File: config.mk
export PLATFORM = sky130hd
export DESIGN_NAME = lfsr_share_ctrl
export DESIGN_NICKNAME = d
export VERILOG_FILES = /design/src/rtl/lfsr_share_pkg.sv /design/src/rtl/lfsr_core.sv /design/src/rtl/lfsr_share_ctrl.sv
export SDC_FILE = /design/constraint.sdc
export NUM_CORES = 1
export LEC_CHECK = 0
export ABC_AREA = 0
export BUFFER_PORTS_ARGS = -buffer_cell sky130_fd_sc_hd__buf_2
export CAP_MARGIN = 20
export CORE_MARGIN = 2
export CORE_UTILIZATION = 59
export DETAILED_ROUTE_END_ITERATION = 8
export PLACE_DENSITY = 0.95
export SLEW_MARGIN = 20
export SYNTH_ARGS = -nofsm -noshare
export SYNTH_HDL_FRONTEND = slang
export SYNTH_SLANG_ARGS = --single-unit
export TNS_END_PERCENT = 5
File: constraint.sdc
create_clock -name CLK -period 3.8 [get_ports CLK]
set_input_delay 0.19 -clock CLK [delete_from_list [all_inputs] [get_ports CLK]]
set_output_delay 0.19 -clock CLK [all_outputs]
set_load 0.02 [all_outputs]
File: src/rtl/lfsr_share_pkg.sv
// Shared types and helpers for the shared-LFSR word sequencer.
package lfsr_share_pkg;

  typedef enum logic [2:0] {
    ST_INIT  = 3'd0,
    ST_IDLE  = 3'd1,
    ST_GRANT = 3'd2,
    ST_SHIFT = 3'd3,
    ST_DONE  = 3'd4
  } state_e;

  localparam int WIDTH_MIN = 4;
  localparam int WIDTH_MAX = 8;

  // Maximal-length feedback taps, right-aligned in an 8-bit container.
  function automatic logic [7:0] tap_mask(input int width);
    case (width)
      4:       return 8'h0C;
      5:       return 8'h14;
      6:       return 8'h30;
      7:       return 8'h60;
      8:       return 8'hB8;
      default: return 8'h00;
    endcase
  endfunction

  function automatic bit width_legal(input int width);
    return (width >= WIDTH_MIN) && (width <= WIDTH_MAX);
  endfunction

endpackage

File: src/rtl/lfsr_core.sv
// Fibonacci LFSR register: seed load (zero seed forced to 1) or single step.
module lfsr_core
  import lfsr_share_pkg::*;
#(
  parameter int WIDTH = 4
) (
  input  logic             CLK,
  input  logic             RST,
  input  logic             load,
  input  logic [WIDTH-1:0] load_val,
  input  logic             step,
  output logic [WIDTH-1:0] q
);

  if (!width_legal(WIDTH)) begin : g_bad_width
    $error("lfsr_core: WIDTH must be within 4..8");
  end

  localparam logic [7:0]       TAP_ALL = tap_mask(WIDTH);
  localparam logic [WIDTH-1:0] TAPS    = TAP_ALL[WIDTH-1:0];
  localparam logic [WIDTH-1:0] ONE     = WIDTH'(1);

  logic [WIDTH-1:0] q_q;
  logic [WIDTH-1:0] q_d;

  // Next state: load wins over step; an all-zero seed would lock up, so use 1.
  always_comb begin
    q_d = q_q;
    if (load) begin
      q_d = (load_val == '0) ? ONE : load_val;
    end else if (step) begin
      q_d = {q_q[WIDTH-2:0], ^(q_q & TAPS)};
    end
  end

  // State register.
  always_ff @(posedge CLK or posedge RST) begin
    if (RST) q_q <= '0;
    else     q_q <= q_d;
  end

  assign q = q_q;

endmodule

File: src/rtl/lfsr_share_ctrl.sv
// Round-robin sharing of one LFSR among NREQ requesters, one WORD-bit word per grant.
//
// state | meaning
// INIT  | load seed into the LFSR (after reset or a reseed)
// IDLE  | apply pending reseed, else pick next requester round robin
// GRANT | grant held, bit counter loaded
// SHIFT | step LFSR and collect one bit per cycle, WORD cycles
// DONE  | word_valid pulse, remember served requester
module lfsr_share_ctrl
  import lfsr_share_pkg::*;
#(
  parameter int NREQ  = 4,
  parameter int WIDTH = 4,
  parameter int WORD  = 8
) (
  input  logic                     CLK,
  input  logic                     RST,
  input  logic [WIDTH-1:0]         seed,
  input  logic                     reseed,
  input  logic [NREQ-1:0]          req,
  output logic [NREQ-1:0]          gnt,
  output logic [WORD-1:0]          word_out,
  output logic                     word_valid,
  output logic [$clog2(NREQ)-1:0]  word_id,
  output logic                     busy
);

  localparam int                ID_W     = $clog2(NREQ);
  localparam int                CNT_W    = $clog2(WORD);
  localparam logic [ID_W-1:0]   LAST_RST = ID_W'(NREQ - 1);
  localparam logic [NREQ-1:0]   GNT_ONE  = NREQ'(1);
  localparam logic [CNT_W-1:0]  CNT_LOAD = CNT_W'(WORD - 1);

  state_e            state_q;
  logic              pending_q;
  logic [ID_W-1:0]   last_id_q;
  logic [ID_W-1:0]   win_q;
  logic [CNT_W-1:0]  cnt_q;
  logic [WORD-1:0]   shift_q;
  logic [WORD-1:0]   shift_d;
  logic [NREQ-1:0]   gnt_q;
  logic [WORD-1:0]   word_q;
  logic              valid_q;
  logic [ID_W-1:0]   id_q;
  logic              busy_q;

  logic              lfsr_load;
  logic              lfsr_step;
  logic [WIDTH-1:0]  lfsr_q;
  logic              win_found;
  logic [ID_W-1:0]   win_idx;
  logic [ID_W-1:0]   cand;

  assign lfsr_load = (state_q == ST_INIT);
  assign lfsr_step = (state_q == ST_SHIFT);
  assign shift_d   = {shift_q[WORD-2:0], lfsr_q[WIDTH-1]};

  lfsr_core #(.WIDTH(WIDTH)) u_core (
    .CLK      (CLK),
    .RST      (RST),
    .load     (lfsr_load),
    .load_val (seed),
    .step     (lfsr_step),
    .q        (lfsr_q)
  );

  // Round-robin search starting just after the last served requester.
  always_comb begin
    win_found = 1'b0;
    win_idx   = '0;
    cand      = '0;
    for (int k = 1; k <= NREQ; k++) begin
      cand = ID_W'((int'(last_id_q) + k) % NREQ);
      if (!win_found && req[cand]) begin
        win_found = 1'b1;
        win_idx   = cand;
      end
    end
  end

  // Sequencer FSM with registered outputs.
  always_ff @(posedge CLK or posedge RST) begin
    if (RST) begin
      state_q   <= ST_INIT;
      pending_q <= 1'b0;
      last_id_q <= LAST_RST;
      win_q     <= '0;
      cnt_q     <= '0;
      shift_q   <= '0;
      gnt_q     <= '0;
      word_q    <= '0;
      valid_q   <= 1'b0;
      id_q      <= '0;
      busy_q    <= 1'b1;
    end else begin
      valid_q <= 1'b0;
      if (reseed && (state_q != ST_IDLE)) pending_q <= 1'b1;
      case (state_q)
        ST_INIT: begin
          state_q <= ST_IDLE;
          busy_q  <= 1'b0;
        end
        ST_IDLE: begin
          if (reseed || pending_q) begin
            pending_q <= 1'b0;
            state_q   <= ST_INIT;
            busy_q    <= 1'b1;
          end else if (win_found) begin
            win_q   <= win_idx;
            gnt_q   <= GNT_ONE << win_idx;
            state_q <= ST_GRANT;
            busy_q  <= 1'b1;
          end
        end
        ST_GRANT: begin
          cnt_q   <= CNT_LOAD;
          state_q <= ST_SHIFT;
        end
        ST_SHIFT: begin
          shift_q <= shift_d;
          if (cnt_q == '0) begin
            word_q  <= shift_d;
            valid_q <= 1'b1;
            id_q    <= win_q;
            state_q <= ST_DONE;
          end else begin
            cnt_q <= cnt_q - 1'b1;
          end
        end
        ST_DONE: begin
          gnt_q     <= '0;
          last_id_q <= win_q;
          state_q   <= ST_IDLE;
          busy_q    <= 1'b0;
        end
        default: begin
          state_q <= ST_INIT;
          busy_q  <= 1'b1;
        end
      endcase
    end
  end

  assign gnt        = gnt_q;
  assign word_out   = word_q;
  assign word_valid = valid_q;
  assign word_id    = id_q;
  assign busy       = busy_q;

endmodule

# Word-level counts from Yosys, hierarchy flattened
# Index checks and enable logic that the tools add are counted.
totals:
  regBits: 38
  input_bits: 11
classes:
  add_sub_neg: 5
  n_lt_le_gt_ge: 4
  eq_ne: 10
  shift: 1
  muxes: 36
  bitwise_logic: 2
  n_reduce_logical: 23
ops:
  columns: ["cell", "n"]
  rows:
  - ["2-to-1 mux 4 bit", 5]
  - ["2-to-1 mux 1 bit", 15]
  - ["< comparator 2 x 3 -> 1 bit (second input constant)", 4]
  - ["2-to-1 mux 3 bit", 4]
  - ["one-hot mux 3 bit (4 select lines)", 1]
  - ["binary-select mux 1 bit (select 2 bit)", 4]
  - ["2-to-1 mux 2 bit", 4]
  - ["one-hot mux 4 bit (2 select lines)", 1]
  - ["AND reduction 2 bit", 4]
  - ["equality test 3 x 2 -> 1 bit (second input constant)", 2]
  - ["logical NOT 3 bit", 2]
  - ["!= test 2 bit (second input constant)", 3]
  - ["one-hot mux 3 bit (2 select lines)", 1]
  - ["AND reduction 3 bit", 2]
  - ["nonzero test 2 bit", 3]
  - ["adder 2 x 1 -> 2 bit (second input constant)", 2]
  - ["adder 2 bit (second input constant)", 2]
  - ["logical AND 1 bit", 4]
  - ["logical NOT 4 bit", 1]
  - ["OR reduction 2 bit", 2]
  - ["XOR reduction 4 bit", 1]
  - ["<< shifter 1 x 2 -> 4 bit (first input constant)", 1]
  - ["equality test 3 x 1 -> 1 bit (second input constant)", 1]
  - ["equality test 3 bit (second input constant)", 1]
  - ["8 further kinds", 11]

# Logic depth before layout (Yosys ltp)
# Gate-level depths: netlist of run 1.
logic_depth:
  depth_word: 17
  mapped_depth: 7
  ltp_nobuf: 6

# Modules after synthesis
# A second synthesis of run 1 with hierarchy kept.
hier_totals:
  hier_cells: 141
  area_unflattened_um2: 1737.9
modules_own_cells:
  columns: ["mod", "instances", "cells_per_inst", "area_per_inst_um2"]
  rows:
  - ["lfsr_share_ctrl", 1, 121, 1539.0]
  - ["lfsr_core", 1, 20, 198.9]

# Worst setup path after synthesis of run 1
# OpenSTA, ideal clock, no wires.
synth_timing:
  kind: "register to register"
  start: "register cnt_q[0]"
  end: "register id_q[0], in the netlist word_id[0]"
  setup_ns: 0.125
  arrival_ns: 1.548
  required_ns: 3.675
  path_slack_ns: 2.127
  path_stages_with_launch: 7
  synth_period_minus_slack_ns: 1.673
  path_cell_list: "dfrtp_1 > inv_1 > ha_1 > nor2b_1 > nor3b_2 > buf_4 > mux2_2"
synth_via:
  elab_chain_cells: 2
synth_lines:
  columns: ["item", "line_no", "source"]
  rows:
  - ["from (decl)", "lfsr_share_ctrl.sv:38", "logic [CNT_W-1:0] cnt_q;"]
  - ["from (signal assigned)", "lfsr_share_ctrl.sv:127", "cnt_q <= cnt_q - 1'b1;"]
  - ["logical NOT 3 bit", "lfsr_share_ctrl.sv:121", "if (cnt_q == '0) begin"]
  - ["AND reduction 2 bit (no line)", null, null]
  - ["to (signal assigned)", "lfsr_share_ctrl.sv:124", "id_q <= win_q;"]
  - ["to (decl)", "lfsr_share_ctrl.sv:44", "logic [ID_W-1:0] id_q;"]
# Every way passes these cells.
# A chain may end at the register's enable or synchronous reset.

# Worst setup path in the final report of run 1
layout_timing:
  start: "register cnt_q[0]"
  end: "register id_q[1], in the netlist word_id[1]"
# The elaborated chain is that of the path after synthesis.

==> flow_summary.ini, run 1 <==
[worst_setup_path]
crit_family = simple AND/OR/NAND/NOR gates
end_kind = register
slowest_stage = nor3b_2
critPathLaunchType = register
cp_max_fo = 11
slowest_delay_ps = 750
worst-endpoint-arrival_ps = 2450
crit_required_ps = 4030
crit_type = register to register
path_cells = inv_1, ha_1, nor2b_1, nor3b_2, mux2_2
cp_num_buf_inv = 1
r2r_slack_ps = 1580

[sta]
finalHoldViolCount = 0
min_period_ps = 2220
finalCritPeriodShare_pct = 58.4
worst_pin_slew_ps = 845
maxSlewHeadroom_pct = 43.4
setup_viol = 0
clock_skew_ps = 5.31
setup-tns-final_ps = 0
slew_viol_final = 0
rsz0062_at_grt = no
fmax_mhz = 450

[power_and_ir_drop]
total_power_mw = 1.58
power.density_mw_per_mm2 = 816
leakage_nw = 0.919
ir_worst_vdd_mv = 0.558

[yosys]
seq_area_frac_synth_pct = 56.5
synthesis.area_mm2 = 0.00169
synth.largest_area_cell = dfrtp_1
synth_cell_types = 34
ys_ff_latch = 38
synth-edff-count = 0
syn_nets = 156
syn-instance-count = 143
ys.flop_type = dfrtp_1
synthTopCellsByArea = dfrtp_1 52%, mux2_2 11%, dfstp_2 4.7%
synth_top_area_share_pct = 51.9
yosys_warnings = 0
async_flop_share_pct = 100
avgSynthCellArea_um2 = 11.8

[global_routing]
grt_pass1_wl_mm = 5.26
grt_use_total_pct = 21.4
grt_max_degree = 39
grt_pass1_vias = 1210
grt_remaining_overflow = 0
antenna_found_initial = 0

[drt]
routed_wl_mm = 3.02
met1_length_mm = 1.34
top_layer = met4
drc_errors = 0
first_pass_iters = 4
initialDrtViolationCount = 54
dr_wl_met2_mm = 1.46
detail_route.wl_per_cell_um = 14.7
vias = 1198
wl_met3_um = 159
viasPerCell = 5.84
ant_nets = 0

[place]
gp_congestion = 0.826
dp_hpwl_mm = 2.20
portBuffers = 26

[floorplanning]
rows = 19
dieArea_mm2 = 0.00331
die_w_um = 57.5
initial_core_util_pct = 61.8
boundaryPins = 27
die_h_um = 57.5
core_mm2 = 0.00273

[cts]
postCtsSetupBuffers = 0
ctsResizeCount = 0
cts-root-buf = clkbuf_4
htreeDepth = 2
cts_buffers = 5
cts_num_sinks = 38
clk_path_buf_depth = 2
cts_tree = yes
cts_hold_buf = 1
cts.clk_slew.worst_paths_ps = 100
clock_latency_ps = 340

[layout]
nNetsFinal = 186
final_common_cell = dfrtp_1
final_util_pct = 71.0
areaGrowthSynthToFinish_pct = 14.9
diodes = 0
drive_gt1_share_pct = 35.1
fill_cells = 196
most-common-layout-cells = 35 x dfrtp_1, 26 x buf_2, 17 x mux2_2

[flow_run]
drv_cap = 0

[outcome]
status = finished clean

[min_path]
min_path_type = input pin to register
[flip-flops by register name (all words and copies together), names as in the netlist]
register and count:
last_id_q 2, word_out 8, word_id 2, busy 1
gnt 4, word_valid 1, win_q 2, shift_q 7
state_q 3, u_core.q 4, cnt_q 3, pending_q 1
[Yosys cell counts, drive strengths merged (2+ instances only)]
library cell,instances
a21oi,13
a32o,2
buf,5
dfrtp,35
dfstp,3
ha,2
inv,5
mux2,19
nand2,9
nand2b,5
nand3,3
nor2,13
nor2b,3
nor3,2
nor3b,3
o21ai,4
o22ai,3
or2,4
[kinds of logic after synthesis]
group           after synthesis  synth area share (%)
buf+inv                      10                  3.85
mux                          19                  13.1
flops                        38                  56.5
simple gates                 44                  13.6
xor+xnor                      1                 0.519
compound gates               29                  11.0
fa+ha+maj                     2                  1.48
[per-stage QoR]
stage | instance area (µm²) | hold WS, ps | instances | setup slack (ps)
floorplan | 1690 | 364 | 143 | 2130
global placement | 1820 | 301 | 196 | 1750
detailed placement | 1820 | 316 | 196 | 1580
CTS | 1940 | 141 | 205 | 1580
global route | 1940 | 179 | 205 | 1410
finish | 1940 | 154 | 205 | 1580
[final cells by class]
cell class | count | area, µm² | share of cell area, %
Tap cell | 31 | 38.8 | 2.00
Clock buffer | 6 | 51.3 | 2.64
Timing Repair Buffer | 28 | 148 | 7.61
Inverter | 5 | 18.8 | 0.967
Multi-Input combinational cell | 95 | 669 | 34.5
Sequential cell | 38 | 955 | 49.2
Clock inverter | 2 | 60.1 | 3.09
[worst paths after layout]
| path | from | end | depth (start not counted) |
|---|---|---|---|
| max | cnt_q[0] | word_id[1] | 5 |
| min | reseed | pending_q | 3 |
| max reg2reg | cnt_q[0] | word_id[1] | 5 |
| min reg2reg | cnt_q[0] | cnt_q[0] | 1 |
| max in group asynchronous | RST | last_id_q[1] | 4 |
| min in group asynchronous | RST | shift_q[2] | 4 |
[tightest hold or removal path: cells and delay by family]
family                 cells  cell delay, ps
AO/OA/AOI/OAI              1             120
AND/OR/NAND/NOR            1              50
buffers and inverters      1              90
[report_power, final]
| group | switching [mW] | leakage (nW) | internal (mW) |
|---|---|---|---|
| sequential | 0.120 | 0.457 | 0.574 |
| clock | 0.125 | 0.0585 | 0.223 |
| combinational | 0.293 | 0.403 | 0.248 |
[metal layers]
metal,up-vias,GRT usage (%)
met2,34,33.9
met1,588,26.9
met5,-,0
met4,0,9.30
li1,568,-
met3,8,7.03
(Power assumes the default switching activity.)
==> run 2, diff against run 1 <==
--- a/config.mk
+++ b/config.mk
@@ -9,9 +9,9 @@
 export BUFFER_PORTS_ARGS = -buffer_cell sky130_fd_sc_hd__buf_2
 export CAP_MARGIN = 20
 export CORE_MARGIN = 2
-export CORE_UTILIZATION = 59
+export CORE_UTILIZATION = 55
 export DETAILED_ROUTE_END_ITERATION = 8
-export PLACE_DENSITY = 0.95
+export PLACE_DENSITY = 0.9
 export SLEW_MARGIN = 20
 export SYNTH_ARGS = -nofsm -noshare
 export SYNTH_HDL_FRONTEND = slang
==> constraint.sdc (replaced) <==
create_clock -name CLK -period 2.09 [get_ports CLK]
set_input_delay 0.1045 -clock CLK [delete_from_list [all_inputs] [get_ports CLK]]
set_output_delay 0.1045 -clock CLK [all_outputs]
set_load 0.02 [all_outputs]
==> run 2 against run 1 <==
Critical path depth grew 1. First-iteration DRC count is 7.4% lower. Worst hold slack got worse by 83 ps. Critical path type unchanged. Highest routed layer unchanged. Combinational power grew 81%. Maximum frequency rose by 18%. Routed wire length up 2.7%. Sequential share of layout area up 0.97 points. Clock-buffer cell count stayed put. Worst setup slack got worse by 1400 ps. Clock skew increased by 0.51 ps. Power rose by 66%. Clock power up 14%.
==> flow_summary.ini, run 2 (synthesis results as in run 1) <==
[sta]
slew_viol_final = 0
rsz0062_at_grt = no
finalCritPeriodShare_pct = 89.9
min_period_ps = 1880
fmax_mhz = 532
maxSlewHeadroom_pct = 68.9
setup_viol = 0
setup-tns-final_ps = 0
worst_pin_slew_ps = 466
finalHoldViolCount = 0
clock_skew_ps = 5.82

[floorplanning]
core_mm2 = 0.00298
dieArea_mm2 = 0.00353
die_h_um = 59.4
rows = 20
die_w_um = 59.4
boundaryPins = 27
initial_core_util_pct = 56.7

[worst_setup_path]
end_kind = register
crit_type = register to register
r2r_start = cnt_q[0]
crit_family = simple AND/OR/NAND/NOR gates
worst-endpoint-arrival_ps = 2120
cp_max_fo = 11
path_cells = inv_1, ha_1, nor2b_1, nor3b_2, buf_4, mux2_2
worstRegToRegCells = 6
slowest_delay_ps = 410
r2r_end = word_out[7]
cp_num_buf_inv = 2
slowest_stage = dfrtp_1
path_depth = 6
critPathLaunchType = register
r2r_slack_ps = 210
crit_required_ps = 2330

[layout]
final_util_pct = 63.9
largest_reg_flops = 8
drive_gt1_share_pct = 35.4
layout.cells.non_filler = 208
final_common_cell = dfrtp_1
areaGrowthSynthToFinish_pct = 12.7
diodes = 0
nNetsFinal = 187
most-common-layout-cells = 35 x dfrtp_1, 26 x buf_2, 17 x mux2_2

[drt]
ant_nets = 0
detail_route.wl_per_cell_um = 14.9
viasPerCell = 5.76
vias = 1198
drc_errors = 0
first_pass_iters = 4
routed_wl_mm = 3.10
initialDrtViolationCount = 50

[global_routing]
grt_pass1_wl_mm = 5.45
grt_pass1_vias = 1234
grt_remaining_overflow = 0
antenna_found_initial = 0
grt_use_total_pct = 21.2
grt_max_degree = 39

[place]
gp_congestion = 0.727
dp_cells = 199
portBuffers = 26
dp_hpwl_mm = 2.27

[cts]
htreeDepth = 2
ctsResizeCount = 0
cts_buffers = 5
clock_latency_ps = 340
cts-root-buf = clkbuf_4
cts_tree = yes
cts.clk_slew.worst_paths_ps = 110
cts_hold_buf = 1
cts_num_sinks = 38
clk_path_buf_depth = 2
postCtsSetupBuffers = 0

[power_and_ir_drop]
ir_worst_vdd_mv = 0.619
power.density_mw_per_mm2 = 1380
leakage_nw = 0.900

[min_path]
min_path_cells = 3
min_from = reseed
min_path_type = input pin to register
min_to = pending_q

[flow_run]
drv_cap = 0

[outcome]
status = finished clean
==> run 2: cell count changes in the layout (fill, tap and decap cells not counted) <==
| cell | before | now |
|---|---|---|
| bufinv_16 | 2 | 0 |
| buf_4 | 1 | 2 |
| clkinv_2 | 0 | 1 |
| clkinvlp_4 | 0 | 1 |
==> run 2: layer usage <==
metal	vias to the layer above	wire length, µm	track usage [%]
li1	572	-	-
met1	585	1240	23.9
met2	32	1640	36.4
met3	9	154	7.42
met4	0	60	8.12
met5	-	0	0
==> run 2: worst reg2reg max path: cells and delay by family, from the launching register on <==
kind          cells  cell delay [ps]
simple gates      2              550
flops             1              410
mux               1              360
buf+inv           2              310
fa+ha+maj         1              170
==> run 2: final cells by class <==
class / instances / area (µm²)
repair buffers: 29 / 155
inverters: 5 / 18.8
clock inverters: 2 / 12.5
multi-input cells: 95 / 669
fillers: 235 / 1070
clock buffers: 6 / 51.3
well taps: 33 / 41.3
flip-flops and latches: 38 / 955
==> run 2: how the worst max path moves through the flow <==
stage,startpoint,endpoint
floorplan,cnt_q[0],word_id[0]
global placement,cnt_q[0],word_out[5]
detailed placement,cnt_q[0],word_out[7]
CTS,cnt_q[0],word_out[7]
global route,cnt_q[0],word_out[0]
finish,cnt_q[0],word_out[7]
==> run 2: power breakdown <==
group	switching, mW	internal, mW
combinational	0.528	0.452
sequential	0.212	1.04
clock	0.234	0.162
total	0.974	1.66
==> run 2: per-stage QoR <==
| stage | instance area [µm²] | total power [mW] | hold WS [ps] | setup WS (ps) |
|---|---|---|---|---|
| 3_5_place_dp | 1830 | 2.25 | 236 | 252 |
| 6_report | 1900 | 2.63 | 70.6 | 210 |
| 2_1_floorplan | 1690 | 1.99 | 279 | 417 |
| 5_1_grt | 1900 | 2.83 | 106 | 96.7 |
| 4_1_cts | 1900 | 2.65 | 70.0 | 189 |
| 3_3_place_gp | 1830 | 2.17 | 219 | 398 |
